`config.mk`:
```
export PLATFORM = sky130hd
export DESIGN_NAME = cnn_mac_pipe
export DESIGN_NICKNAME = d
export VERILOG_FILES = /design/src/rtl/cnn_mac_pipe.sv
export SDC_FILE = /design/constraint.sdc
export NUM_CORES = 1
export LEC_CHECK = 0
export ABC_AREA = 1
export BUFFER_PORTS_ARGS = -buffer_cell sky130_fd_sc_hd__buf_2
export CAP_MARGIN = 20
export CORE_UTILIZATION = 65
export DETAILED_ROUTE_END_ITERATION = 10
export PLACE_DENSITY = 0.93
export SYNTH_ARGS = -nofsm -noshare
export SYNTH_HDL_FRONTEND = slang
export SYNTH_SLANG_ARGS = --single-unit
```
`constraint.sdc`:
```
create_clock -name ap_clk -period 11.2 [get_ports ap_clk]
set_input_delay 2.24 -clock ap_clk [delete_from_list [all_inputs] [get_ports ap_clk]]
set_output_delay 2.24 -clock ap_clk [all_outputs]
set_load 0.01 [all_outputs]
```
`src/rtl/cnn_mac_pipe.sv`:
```
// Three-stage signed x unsigned multiply-accumulate for CNN inner products.
// Windows are framed by first/last flags or by an internal term counter; the accumulator saturates or wraps.
module cnn_mac_pipe #(
  parameter int A_WIDTH   = 14,
  parameter int B_WIDTH   = 6,
  parameter int ACC_WIDTH = 24,
  parameter int USE_CNT   = 0,
  parameter int LEN       = 25,
  parameter int SAT       = 1
) (
  input  logic                 ap_clk,
  input  logic                 ap_rst_n,
  input  logic                 ce,
  input  logic                 in_valid,
  input  logic [A_WIDTH-1:0]   in_a,
  input  logic [B_WIDTH-1:0]   in_b,
  input  logic                 in_first,
  input  logic                 in_last,
  output logic                 out_valid,
  output logic [ACC_WIDTH-1:0] acc_out,
  output logic                 acc_ovf
);

  localparam int P_WIDTH   = A_WIDTH + B_WIDTH;
  localparam int S_WIDTH   = ACC_WIDTH + 1;
  localparam int CNT_WIDTH = 16;
  localparam logic [CNT_WIDTH-1:0] CNT_LAST = CNT_WIDTH'(LEN - 1);
  localparam logic [CNT_WIDTH-1:0] CNT_ONE  = CNT_WIDTH'(1);
  localparam logic signed [ACC_WIDTH-1:0] ACC_MAX = {1'b0, {(ACC_WIDTH-1){1'b1}}};
  localparam logic signed [ACC_WIDTH-1:0] ACC_MIN = {1'b1, {(ACC_WIDTH-1){1'b0}}};

  // Stage 1: operand capture and window tagging.
  logic                 tag_first;
  logic                 tag_last;
  logic [CNT_WIDTH-1:0] cnt_q, cnt_d;
  logic                 v1_q, f1_q, l1_q;
  logic [A_WIDTH-1:0]   a1_q;
  logic [B_WIDTH-1:0]   b1_q;

  // Stage 2: exact product, sign-extended one bit past the accumulator.
  logic signed [P_WIDTH-1:0] a_ext;
  logic signed [P_WIDTH-1:0] b_ext;
  logic signed [P_WIDTH-1:0] prod;
  logic signed [S_WIDTH-1:0] p2_d, p2_q;
  logic                      v2_q, f2_q, l2_q;

  // Stage 3: accumulator and reported window.
  logic signed [S_WIDTH-1:0]   base;
  logic signed [S_WIDTH-1:0]   sum;
  logic                        ovf_now;
  logic signed [ACC_WIDTH-1:0] acc_d, acc_q;
  logic                        ovf_d, ovf_q;
  logic                        out_valid_q;
  logic [ACC_WIDTH-1:0]        acc_out_q;
  logic                        acc_ovf_q;

  // NOTE: every signal written in always_comb gets a default first, so no path can infer a latch.
  always_comb begin
    tag_first = in_first;
    tag_last  = in_last;
    cnt_d     = cnt_q;
    if (USE_CNT != 0) begin
      tag_first = (cnt_q == '0);
      tag_last  = (cnt_q == CNT_LAST);
      if (in_valid) begin
        cnt_d = tag_last ? '0 : cnt_q + CNT_ONE;
      end
    end
  end

  // b is a magnitude: zero-extend before the signed multiply.
  assign a_ext = P_WIDTH'($signed(a1_q));
  assign b_ext = P_WIDTH'({1'b0, b1_q});
  assign prod  = a_ext * b_ext;
  assign p2_d  = S_WIDTH'(prod);

  always_comb begin
    base    = f2_q ? '0 : S_WIDTH'(acc_q);
    sum     = base + p2_q;
    ovf_now = (sum[S_WIDTH-1] != sum[ACC_WIDTH-1]);
    acc_d   = sum[ACC_WIDTH-1:0];
    if (ovf_now && (SAT != 0)) begin
      acc_d = sum[S_WIDTH-1] ? ACC_MIN : ACC_MAX;
    end
    ovf_d = (f2_q ? 1'b0 : ovf_q) | ovf_now;
  end

  // NOTE: operand and product registers carry no reset; the reset valid bits already mask them.
  always_ff @(posedge ap_clk) begin
    if (ce) begin
      a1_q <= in_a;
      b1_q <= in_b;
      p2_q <= p2_d;
    end
  end

  always_ff @(posedge ap_clk) begin
    if (!ap_rst_n) begin
      cnt_q       <= '0;
      v1_q        <= 1'b0;
      f1_q        <= 1'b0;
      l1_q        <= 1'b0;
      v2_q        <= 1'b0;
      f2_q        <= 1'b0;
      l2_q        <= 1'b0;
      acc_q       <= '0;
      ovf_q       <= 1'b0;
      out_valid_q <= 1'b0;
      acc_out_q   <= '0;
      acc_ovf_q   <= 1'b0;
    end else if (ce) begin
      cnt_q       <= cnt_d;
      v1_q        <= in_valid;
      f1_q        <= tag_first;
      l1_q        <= tag_last;
      v2_q        <= v1_q;
      f2_q        <= f1_q;
      l2_q        <= l1_q;
      out_valid_q <= v2_q & l2_q;
      if (v2_q) begin
        acc_q <= acc_d;
        ovf_q <= ovf_d;
      end
      if (v2_q && l2_q) begin
        acc_out_q <= acc_d;
        acc_ovf_q <= ovf_d;
      end
    end
  end

  assign out_valid = out_valid_q;
  assign acc_out   = acc_out_q;
  assign acc_ovf   = acc_ovf_q;

endmodule

```
==> results of run 1 <==
[cell families after synthesis]
family	after synthesis
AO/OA/AOI/OAI	135
flip-flops	97
XOR/XNOR	36
adder cells (fa/ha/maj)	121
AND/OR/NAND/NOR	453
buffers and inverters	306
[stage by stage]
stage / hold slack [ps] / worst slack (ps)
2_1_floorplan: 449 / 6640
4_1_cts: 488 / 6170
6_report: 484 / 6110
3_5_place_dp: 474 / 6010
5_1_grt: 503 / 5800
3_3_place_gp: 464 / 6120
[layout by cell type, fill, tap and decap left out, drive strengths merged]
master,netlist,routed
ha,63,63
nand4,13,13
xnor2,14,14
o21bai,8,8
o31ai,1,1
nand3b,2,2
nand3,65,65
a21boi,3,3
a221oi,1,1
buf,13,53
dfxtp,57,57
nor2,71,71
o21a,22,22
nand2,295,295
o21ai,28,28
fa,58,58
inv,275,278
xor2,22,22
clkbuf,17,11
and2,2,2
and3,1,1
a31oi,3,3
a21oi,68,68
clkinv,1,3
edfxtp,40,40
a21o,1,1
nor3,4,4
[state kept, by name, indices dropped and copies added (netlist names)]
name       flops
l2_q           1
b1_q           6
f1_q           1
out_valid      1
v1_q           1
v2_q           1
acc_out       24
f2_q           1
acc_q         24
l1_q           1
acc_ovf        1
ovf_q          1
p2_q          20
a1_q          14
[worst paths after layout]
check / startpoint / to / slack, ps / cells past startpoint
hold reg to reg: l1_q$_SDFFE_PN0P_ / l2_q$_SDFFE_PN0P_ / 480 / 2
setup reg to reg: b1_q[3]$_DFFE_PP_ / p2_q[15]$_DFFE_PP_ / 6110 / 17
hold / removal: l1_q$_SDFFE_PN0P_ / l2_q$_SDFFE_PN0P_ / 480 / 2
setup / recovery: b1_q[3]$_DFFE_PP_ / p2_q[15]$_DFFE_PP_ / 6110 / 17
[layout make-up]
type	count	area share (%)
timing repair buffer	53	2.94
inverter	276	11.3
sequential	97	25.5
tap	172	2.34
clock buffer	11	2.77
clock inverter	5	0.382
multi-input combinational	745	54.8
[routing by layer]
layer	track usage [%]	vias up	part of all wire [%]
li1	-	3577	-
met1	34.4	3362	41
met2	55.8	287	51
met3	5.97	53	5.8
met4	12.5	0	2.7
met5	0	-	0
[worst max-delay path: cells and delay by family (launching register included)]
family / cells / cell delay (ps)
adder cells (fa/ha/maj): 5 / 2430
flip-flops: 1 / 620
XOR/XNOR: 1 / 160
buffers and inverters: 5 / 280
AND/OR/NAND/NOR: 1 / 140
AO/OA/AOI/OAI: 5 / 1220
[where the power goes]
group / total, uW / internal (uW) / switching [uW]
combinational: 1200 / 426 / 770
clock: 302 / 165 / 137
sequential: 496 / 459 / 37.6
==> flow_summary.ini, run 1 <==
[timing]
setup_viol = 0
timing.final.crit_share_pct = 45.5
fmaxAchievable_mhz = 196
setup_total_negative_slack_ps = 0
finalHoldViolCount = 0
timing.clock.skew_ps = 13.5
fin_crit_ps = 5090
finalMaxSlewViolations = 0
slew_headroom_pct = 35.3
grt_setup_unrepaired = false
worst_pin_slew_ps = 970

[synth]
synth_seq_area_share_pct = 27.3
postSynthRegisterBits = 97
synth_enable_flop_cells = 40
synth.top_cells.by_area = sky130_fd_sc_hd__edfxtp_1, sky130_fd_sc_hd__fa_1, sky130_fd_sc_hd__dfxtp_1
mappedNetlistArea_sq_um = 8590
synth_xor_xnor_area_share_pct = 3.67
yosys-mux-area-fraction_pct = 0
number_of_unique_standard_cell_types_used_by_synthesis = 39
post_synth_fa_ha_maj_area_fraction_pct = 22.7
yosysMostFrequentCell = sky130_fd_sc_hd__inv_1
synth.avg_cell_area_sq_um = 7.49
synth_compound_gate_area_share_pct = 9.14
synth_top_family_by_area = simple AND/OR/NAND/NOR gates
synthDominantAreaCellType = sky130_fd_sc_hd__edfxtp_1
synth_common_cells = sky130_fd_sc_hd__inv_1, sky130_fd_sc_hd__nand2_1, sky130_fd_sc_hd__nor2_1, sky130_fd_sc_hd__a21oi_1, sky130_fd_sc_hd__ha_1
async_set_or_reset_flop_fraction_in_the_synthesized_netlist_pct = 0
synth-warning-count = 0
synth-simple-area-share_pct = 23.0
synthesized_netlist_net_count = 1295
post-synth-top-area-fraction_pct = 14.0
netlist_instances = 1148
synth-main-ff-cell = sky130_fd_sc_hd__dfxtp_1

[grt]
antenna_found_initial = 0
grt_max_degree = 48
overall_routing_resource_usage_pct = 30.3
number_of_global_route_vias_before_repair = 7169
globalRouteOverflowTotal = 0
grt_first_pass_wirelength_microns = 31700

[power]
p_leak_uw = 0.00534
finalPower_uw = 1990
power.density_nw_per_um2 = 217
irDropWorstVdd_mv = 0.120

[floorplan]
fp.dieArea_sq_um = 13700
die_h_microns = 117
chipWidth_microns = 117
row_count = 41
initial_core_utilization_pct = 67.3
io-pin-count = 52
core_ar_sq_um = 12800

[drt]
first_iter_violations = 580
vias = 7279
drt-wirelength-per-cell_microns = 14.2
routed_via_density = 5.36
drc = 0
route.antenna.remaining_nets = 0
route.final.wire_length_microns = 19300
drt_pre_antenna_iters = 7

[clock_network]
clk_latency_ps = 360
ctsHtreeMaxLevel = 3
cts_hold_repair.buffers = 0
numClockSinks = 97
cts_root_buffer = sky130_fd_sc_hd__clkbuf_16
numCtsBuffers = 9
postCtsSetupRepairBufs = 0
cts_tree = yes
post_cts_resize_count = 0
path_clk_slew_ps = 70
cts_buffer_depth = 2

[finish]
layout.core_utilization_pct = 71.9
final_cell_count_no_fill = 1359
finish.net_count = 1329
drive_above_1_share_pct = 9.01
inserted_diodes = 0
sequential_cell_area_sq_um = 2340
syn_to_final_growth_pct = 6.81
multi_input_area_sq_um = 5030
area_of_all_placed_cells_without_fillers_sq_um = 9180
final.fill_count = 944

[run_status]
run_status = complete, no violations

[setup_path]
slowest_stage = sky130_fd_sc_hd__edfxtp_1
critical_path.most_common_cell = sky130_fd_sc_hd__inv_1
critical_path_required_ps = 11300
timing.critical_path.arrival_ps = 5190
worst-setup-path-type = register to register
path_cells = nand2_1 > inv_1 > fa_1 > inv_1 > fa_1 > inv_1 > fa_1 > inv_1 > fa_1 > inv_1 > ha_1 > a21oi_1 > a21boi_0 > o21bai_1 > a21oi_1 > o21ai_0 > xor2_1
cp_slowest_stage_delay_ps = 620
setup.worst_path.end_class = register
critical_path.max_fanout = 14
start_kind = register

[flow_run]
drv_cap = 0

[placed_design]
placedInstanceArea_sq_um = 8890
portBuffers = 51
dp_hpwl_microns = 14900
place.gp.congestion = 0.922
placed_cells_incl_taps = 1343

[min_path]
timing.hold.worst.class = register to register
(Power assumes the default switching activity.)
==> run 2, diff against run 1 <==
Settings changed: CORE_UTILIZATION 65 to 57, PLACE_DENSITY 0.93 to 0.87.
Clock period 11.2 ns to 4.6 ns, I/O delays scaled along.
==> flow_summary.ini, run 2 (synthesized netlist as in run 1, its figures left out) <==
[power]
irDropWorstVdd_mv = 0.287
p_leak_uw = 0.00547
power.density_nw_per_um2 = 529

[setup_path]
slowest_stage = sky130_fd_sc_hd__fa_1
start_kind = register
worstPathBufferInverterCount = 4
critical_path_required_ps = 4710
worst-setup-path-type = register to register
setup.worst_path.end_class = register
timing.critical_path.arrival_ps = 4550
path_delay_family = adder cells
critical_path.max_fanout = 8
critical_path.most_common_cell = sky130_fd_sc_hd__nand2_1
path_cells = buf_4 > nand2_1 > inv_1 > fa_1 > fa_1 > fa_1 > inv_1 > fa_1 > inv_1 > ha_1 > a21oi_2 > a21boi_2 > nand2_1 > a221oi_2 > nand2_1 > nand2_1 > nand2_1
cp_slowest_stage_delay_ps = 550

[flow_run]
drv_cap = 0

[drt]
route.final.wire_length_microns = 18600
route.antenna.remaining_nets = 0
first_iter_violations = 534
drt-wirelength-per-cell_microns = 13.3
routed_via_density = 5.20
vias = 7259
drt_pre_antenna_iters = 8
drc = 8

[finish]
finish.net_count = 1354
layout_commonest_cell = sky130_fd_sc_hd__inv_1
inserted_diodes = 0
most-common-layout-cells = sky130_fd_sc_hd__inv_1, sky130_fd_sc_hd__nand2_1, sky130_fd_sc_hd__nor2_1
area_of_all_placed_cells_without_fillers_sq_um = 9480
drive_above_1_share_pct = 12.3
syn_to_final_growth_pct = 10.4
layout.core_utilization_pct = 64.8

[clock_network]
numClockSinks = 97
cts_hold_repair.buffers = 0
cts_buffer_depth = 2
cts_root_buffer = sky130_fd_sc_hd__clkbuf_16
numCtsBuffers = 9
clk_latency_ps = 360
cts_tree = yes
path_clk_slew_ps = 70
ctsHtreeMaxLevel = 3

[floorplan]
fp.dieArea_sq_um = 15600
chipWidth_microns = 125
io-pin-count = 52
core_ar_sq_um = 14600
initial_core_utilization_pct = 58.7
die_h_microns = 125
row_count = 44

[timing]
slew_headroom_pct = 38.3
timing.clock.skew_ps = 7.91
setup_viol = 0
finalHoldViolCount = 0
finalWorstSetupSlack_ps = 167
timing.final.crit_share_pct = 96.4
fin_crit_ps = 4430
worst_pin_slew_ps = 924
fmaxAchievable_mhz = 226
finalMaxSlewViolations = 0

[grt]
antenna_found_initial = 0
number_of_global_route_vias_before_repair = 7040
overall_routing_resource_usage_pct = 24.9
globalRouteOverflowTotal = 0
grt_first_pass_wirelength_microns = 31400
grt_max_degree = 47

[run_status]
violations = DRC
run_status = finished, violations left

[placed_design]
portBuffers = 51
dp_slack_ps = -41.3
place.gp.congestion = 0.911
placedInstanceArea_sq_um = 9000
dp_hpwl_microns = 14500

[min_path]
timing.hold.worst.class = register to register
-- run 2: worst paths after layout --
kind                            slack [ps]  cells past startpoint                    from                     end
worst min-delay path                   480                      2  out_valid$_SDFFE_PN0P_  out_valid$_SDFFE_PN0P_
worst min register to register         480                      2  out_valid$_SDFFE_PN0P_  out_valid$_SDFFE_PN0P_
worst max-delay path                   170                     17       b1_q[1]$_DFFE_PP_      p2_q[19]$_DFFE_PP_
worst max register to register         170                     17       b1_q[1]$_DFFE_PP_      p2_q[19]$_DFFE_PP_
-- run 2: area by class of cell --
type                       count  area [sq um]
inverter                     276          1040
sequential                    97          2340
multi-input combinational    745          5100
clock buffer                  10           239
clock inverter                 6          62.6
timing repair buffer          78           470
tap                          184           230
fill                        1249          5160
-- run 2: worst min-delay path: stages, from the launching register on --
cell and delay (ps):
sky130_fd_sc_hd__dfxtp_1 320, sky130_fd_sc_hd__nand2_1 60, sky130_fd_sc_hd__a21oi_1 60
-- run 2: timing repair --
item                       CTS  global route
setup endpoints to repair    1            10
hold endpoints to repair     0             0
pin swaps                    0             6
setup buffers                1            11
gates resized for setup      1            22
-- run 2: metrics by stage --
stage,cells,hold slack [ps],TNS [ps],total power (uW)
4_1_cts,1385,475,0,4870
5_1_grt,1396,507,-53.7,5470
2_1_floorplan,1148,449,0,3530
6_report,1396,478,0,5020
3_3_place_gp,1368,458,0,4040
3_5_place_dp,1368,464,-41.3,4110
-- run 2: where the power goes --
part | switching [uW] | leakage [uW] | internal [uW] | total, uW
clock network | 354 | 0.000148 | 395 | 749
registers | 76.1 | 0.000856 | 1110 | 1190
logic | 1910 | 0.00447 | 1170 | 3080
total | 2340 | 0.00547 | 2680 | 5020
-- run 2: metal layers --
metal / routed length (microns) / part of all wire, % / GRT usage (%)
met5: 0 / 0 / 0
met4: 331 / 1.8 / 7.19
met3: 949 / 5.1 / 4.60
met2: 9280 / 50 / 44.7
met1: 8070 / 43 / 30.3
==> run 3, diff against run 2 <==
Settings changed: CELL_PAD_IN_SITES_DETAIL_PLACEMENT set to 2, CELL_PAD_IN_SITES_GLOBAL_PLACEMENT set to 2, CORE_UTILIZATION 57 to 33, HOLD_SLACK_MARGIN set to 0.03, PLACE_DENSITY 0.87 to 0.86.
==> flow_summary.ini, run 3 (synthesized netlist as in run 1, its figures left out) <==
[run_status]
run_status = finished, violations left
violations = setup timing

[clock_network]
numCtsBuffers = 9
cts_root_buffer = sky130_fd_sc_hd__clkbuf_16
ctsHtreeMaxLevel = 3
numClockSinks = 97
cts_tree = yes
cts_buffer_depth = 2
clk_latency_ps = 370
path_clk_slew_ps = 80

[timing]
finalWorstSetupSlack_ps = -155
worst_pin_slew_ps = 940
setup_total_negative_slack_ps = -492
timing.clock.skew_ps = 10.9
slew_headroom_pct = 37.3
grt_setup_unrepaired = true
timing.final.crit_share_pct = 103
setup_viol = 8
hold_slack_ps = 479
fmaxAchievable_mhz = 210
finalMaxSlewViolations = 0
fin_crit_ps = 4760
finalHoldViolCount = 0

[power]
power.density_nw_per_um2 = 645
clock_power_share_pct = 11.8
irDropWorstVdd_mv = 0.257
cellInternalPower_uw = 3220
switching_power_uw = 3350
register_share_of_total_power_pct = 18.3
power.share.combinational_pct = 69.9
p_leak_uw = 0.00563
p_sw_share_pct = 51.0
finalPower_uw = 6570

[setup_path]
crit-reg2reg-capture = p2_q[15]$_DFFE_PP_
rr_startpoint = b1_q[1]$_DFFE_PP_
timing.critical_path.arrival_ps = 4930
critical_path.most_common_cell = sky130_fd_sc_hd__fa_1
critical_path_required_ps = 4770
start_kind = register
worstPathBufferInverterCount = 6
reg2regPathDepth = 17
worst-setup-path-type = register to register
path_cells = buf_6 > buf_6 > nand2_1 > inv_1 > fa_1 > fa_1 > fa_1 > inv_1 > fa_1 > inv_1 > ha_4 > nand2_2 > buf_4 > nor2_1 > a21oi_2 > o21ai_2 > xor2_1
setup.worst_path.end_class = register
r2r_setup_slack_ps = -160
critical_path.max_fanout = 4
cp_slowest_stage_delay_ps = 570
slowest_stage = sky130_fd_sc_hd__fa_1
path_delay_family = adder cells

[finish]
finish.net_count = 1379
inserted_diodes = 0
layout_commonest_cell = sky130_fd_sc_hd__inv_1
area_of_all_placed_cells_without_fillers_sq_um = 10200
most-common-layout-cells = sky130_fd_sc_hd__inv_1, sky130_fd_sc_hd__nand2_1, sky130_fd_sc_hd__nor2_1
syn_to_final_growth_pct = 18.5
drive_above_1_share_pct = 18.0

[grt]
antenna_found_initial = 1
number_of_global_route_vias_before_repair = 8881
grt_max_degree = 47
globalRouteOverflowTotal = 0
grt_first_pass_wirelength_microns = 46100
overall_routing_resource_usage_pct = 22.4

[drt]
drc = 0
drt_pre_antenna_iters = 4
drt-wirelength-per-cell_microns = 21.1
route.antenna.remaining_nets = 0
route.final.wire_length_microns = 33000
vias = 7828
first_iter_violations = 279
routed_via_density = 5.00

[floorplan]
fp.dieArea_sq_um = 26700
core_ar_sq_um = 25400
initial_core_utilization_pct = 33.8
row_count = 58
chipWidth_microns = 163
die_h_microns = 163
io-pin-count = 52

[min_path]
whs_endpoint = out_valid$_SDFFE_PN0P_
holdPathStages = 2
timing.hold.worst.class = register to register
startpoint_of_the_lowest_slack_hold_path = out_valid$_SDFFE_PN0P_

[placed_design]
dp_hpwl_microns = 21500
placedInstanceArea_sq_um = 9260
portBuffers = 51
place.gp.congestion = 0.840
dp_slack_ps = -195

[flow_run]
drv_cap = 0
-- run 3: cell types whose count changed in the layout (fill, tap and decap cells not counted), sizes merged --
cell	change
buf	+25
clkinv	-4
inv	+3
clkinvlp	+2
clkbuf	-1
-- run 3: worst max path at each step --
| stage | startpoint | endpoint | cells after the start |
|---|---|---|---|
| after floorplan | b1_q[1]$_DFFE_PP_ | p2_q[15]$_DFFE_PP_ | 18 |
| after global placement | b1_q[1]$_DFFE_PP_ | p2_q[15]$_DFFE_PP_ | 17 |
| after detailed placement | b1_q[1]$_DFFE_PP_ | p2_q[15]$_DFFE_PP_ | 17 |
| after CTS | b1_q[2]$_DFFE_PP_ | p2_q[18]$_DFFE_PP_ | 18 |
| after global routing | b1_q[1]$_DFFE_PP_ | p2_q[15]$_DFFE_PP_ | 17 |
| final | b1_q[1]$_DFFE_PP_ | p2_q[15]$_DFFE_PP_ | 17 |
-- run 3: routing by layer --
layer	wire [microns]	track usage (%)
met5	12	0
met4	1690	6.97
met3	968	3.35
met2	17800	42.6
met1	12600	25.3
-- run 3: cell type report --
cell class	count	area (sq um)
clock inverters	7	58.8
repair buffers	103	696
flip-flops and latches	97	2340
well taps	330	413
inverters	276	1040
multi-input cells	745	5410
clock buffers	9	225
fillers	2983	15200
-- run 3: worst register-to-register path, cell delays in order (launching register included) --
cell and delay [ps]:
sky130_fd_sc_hd__edfxtp_1 440, sky130_fd_sc_hd__buf_6 170, sky130_fd_sc_hd__buf_6 120, sky130_fd_sc_hd__nand2_1 60
sky130_fd_sc_hd__inv_1 60, sky130_fd_sc_hd__fa_1 570, sky130_fd_sc_hd__fa_1 480, sky130_fd_sc_hd__fa_1 570
sky130_fd_sc_hd__inv_1 90, sky130_fd_sc_hd__fa_1 560, sky130_fd_sc_hd__inv_1 70, sky130_fd_sc_hd__ha_4 320
sky130_fd_sc_hd__nand2_2 70, sky130_fd_sc_hd__buf_4 150, sky130_fd_sc_hd__nor2_1 280, sky130_fd_sc_hd__a21oi_2 130
sky130_fd_sc_hd__o21ai_2 160, sky130_fd_sc_hd__xor2_1 280
-- run 3: stage by stage --
step	instances	util, %
2_1_floorplan	1148	-
3_3_place_gp	1524	36.5
3_5_place_dp	1524	36.5
4_1_cts	1548	38.1
5_1_grt	1567	40.1
6_report	1567	40.1
-- run 3: what timing repair did --
item | CTS | global route
hold buffers | 0 | 0
pin swaps | 2 | 61
endpoints found under the setup margin | 9 | 10
gates resized for setup | 17 | 91
hold endpoints to repair | 0 | 0
setup buffers | 8 | 18
-- run 3: power by group through the flow --
| stage | logic (uW) | registers [uW] | clock network [uW] |
|---|---|---|---|
| 2_1_floorplan | 2350 | 1180 | 0 |
| 3_3_place_gp | 3020 | 1220 | 0 |
| 6_report | 4590 | 1200 | 773 |
| 5_1_grt | 4920 | 1220 | 818 |
| 4_1_cts | 3440 | 1200 | 780 |
| 3_5_place_dp | 3260 | 1220 | 0 |
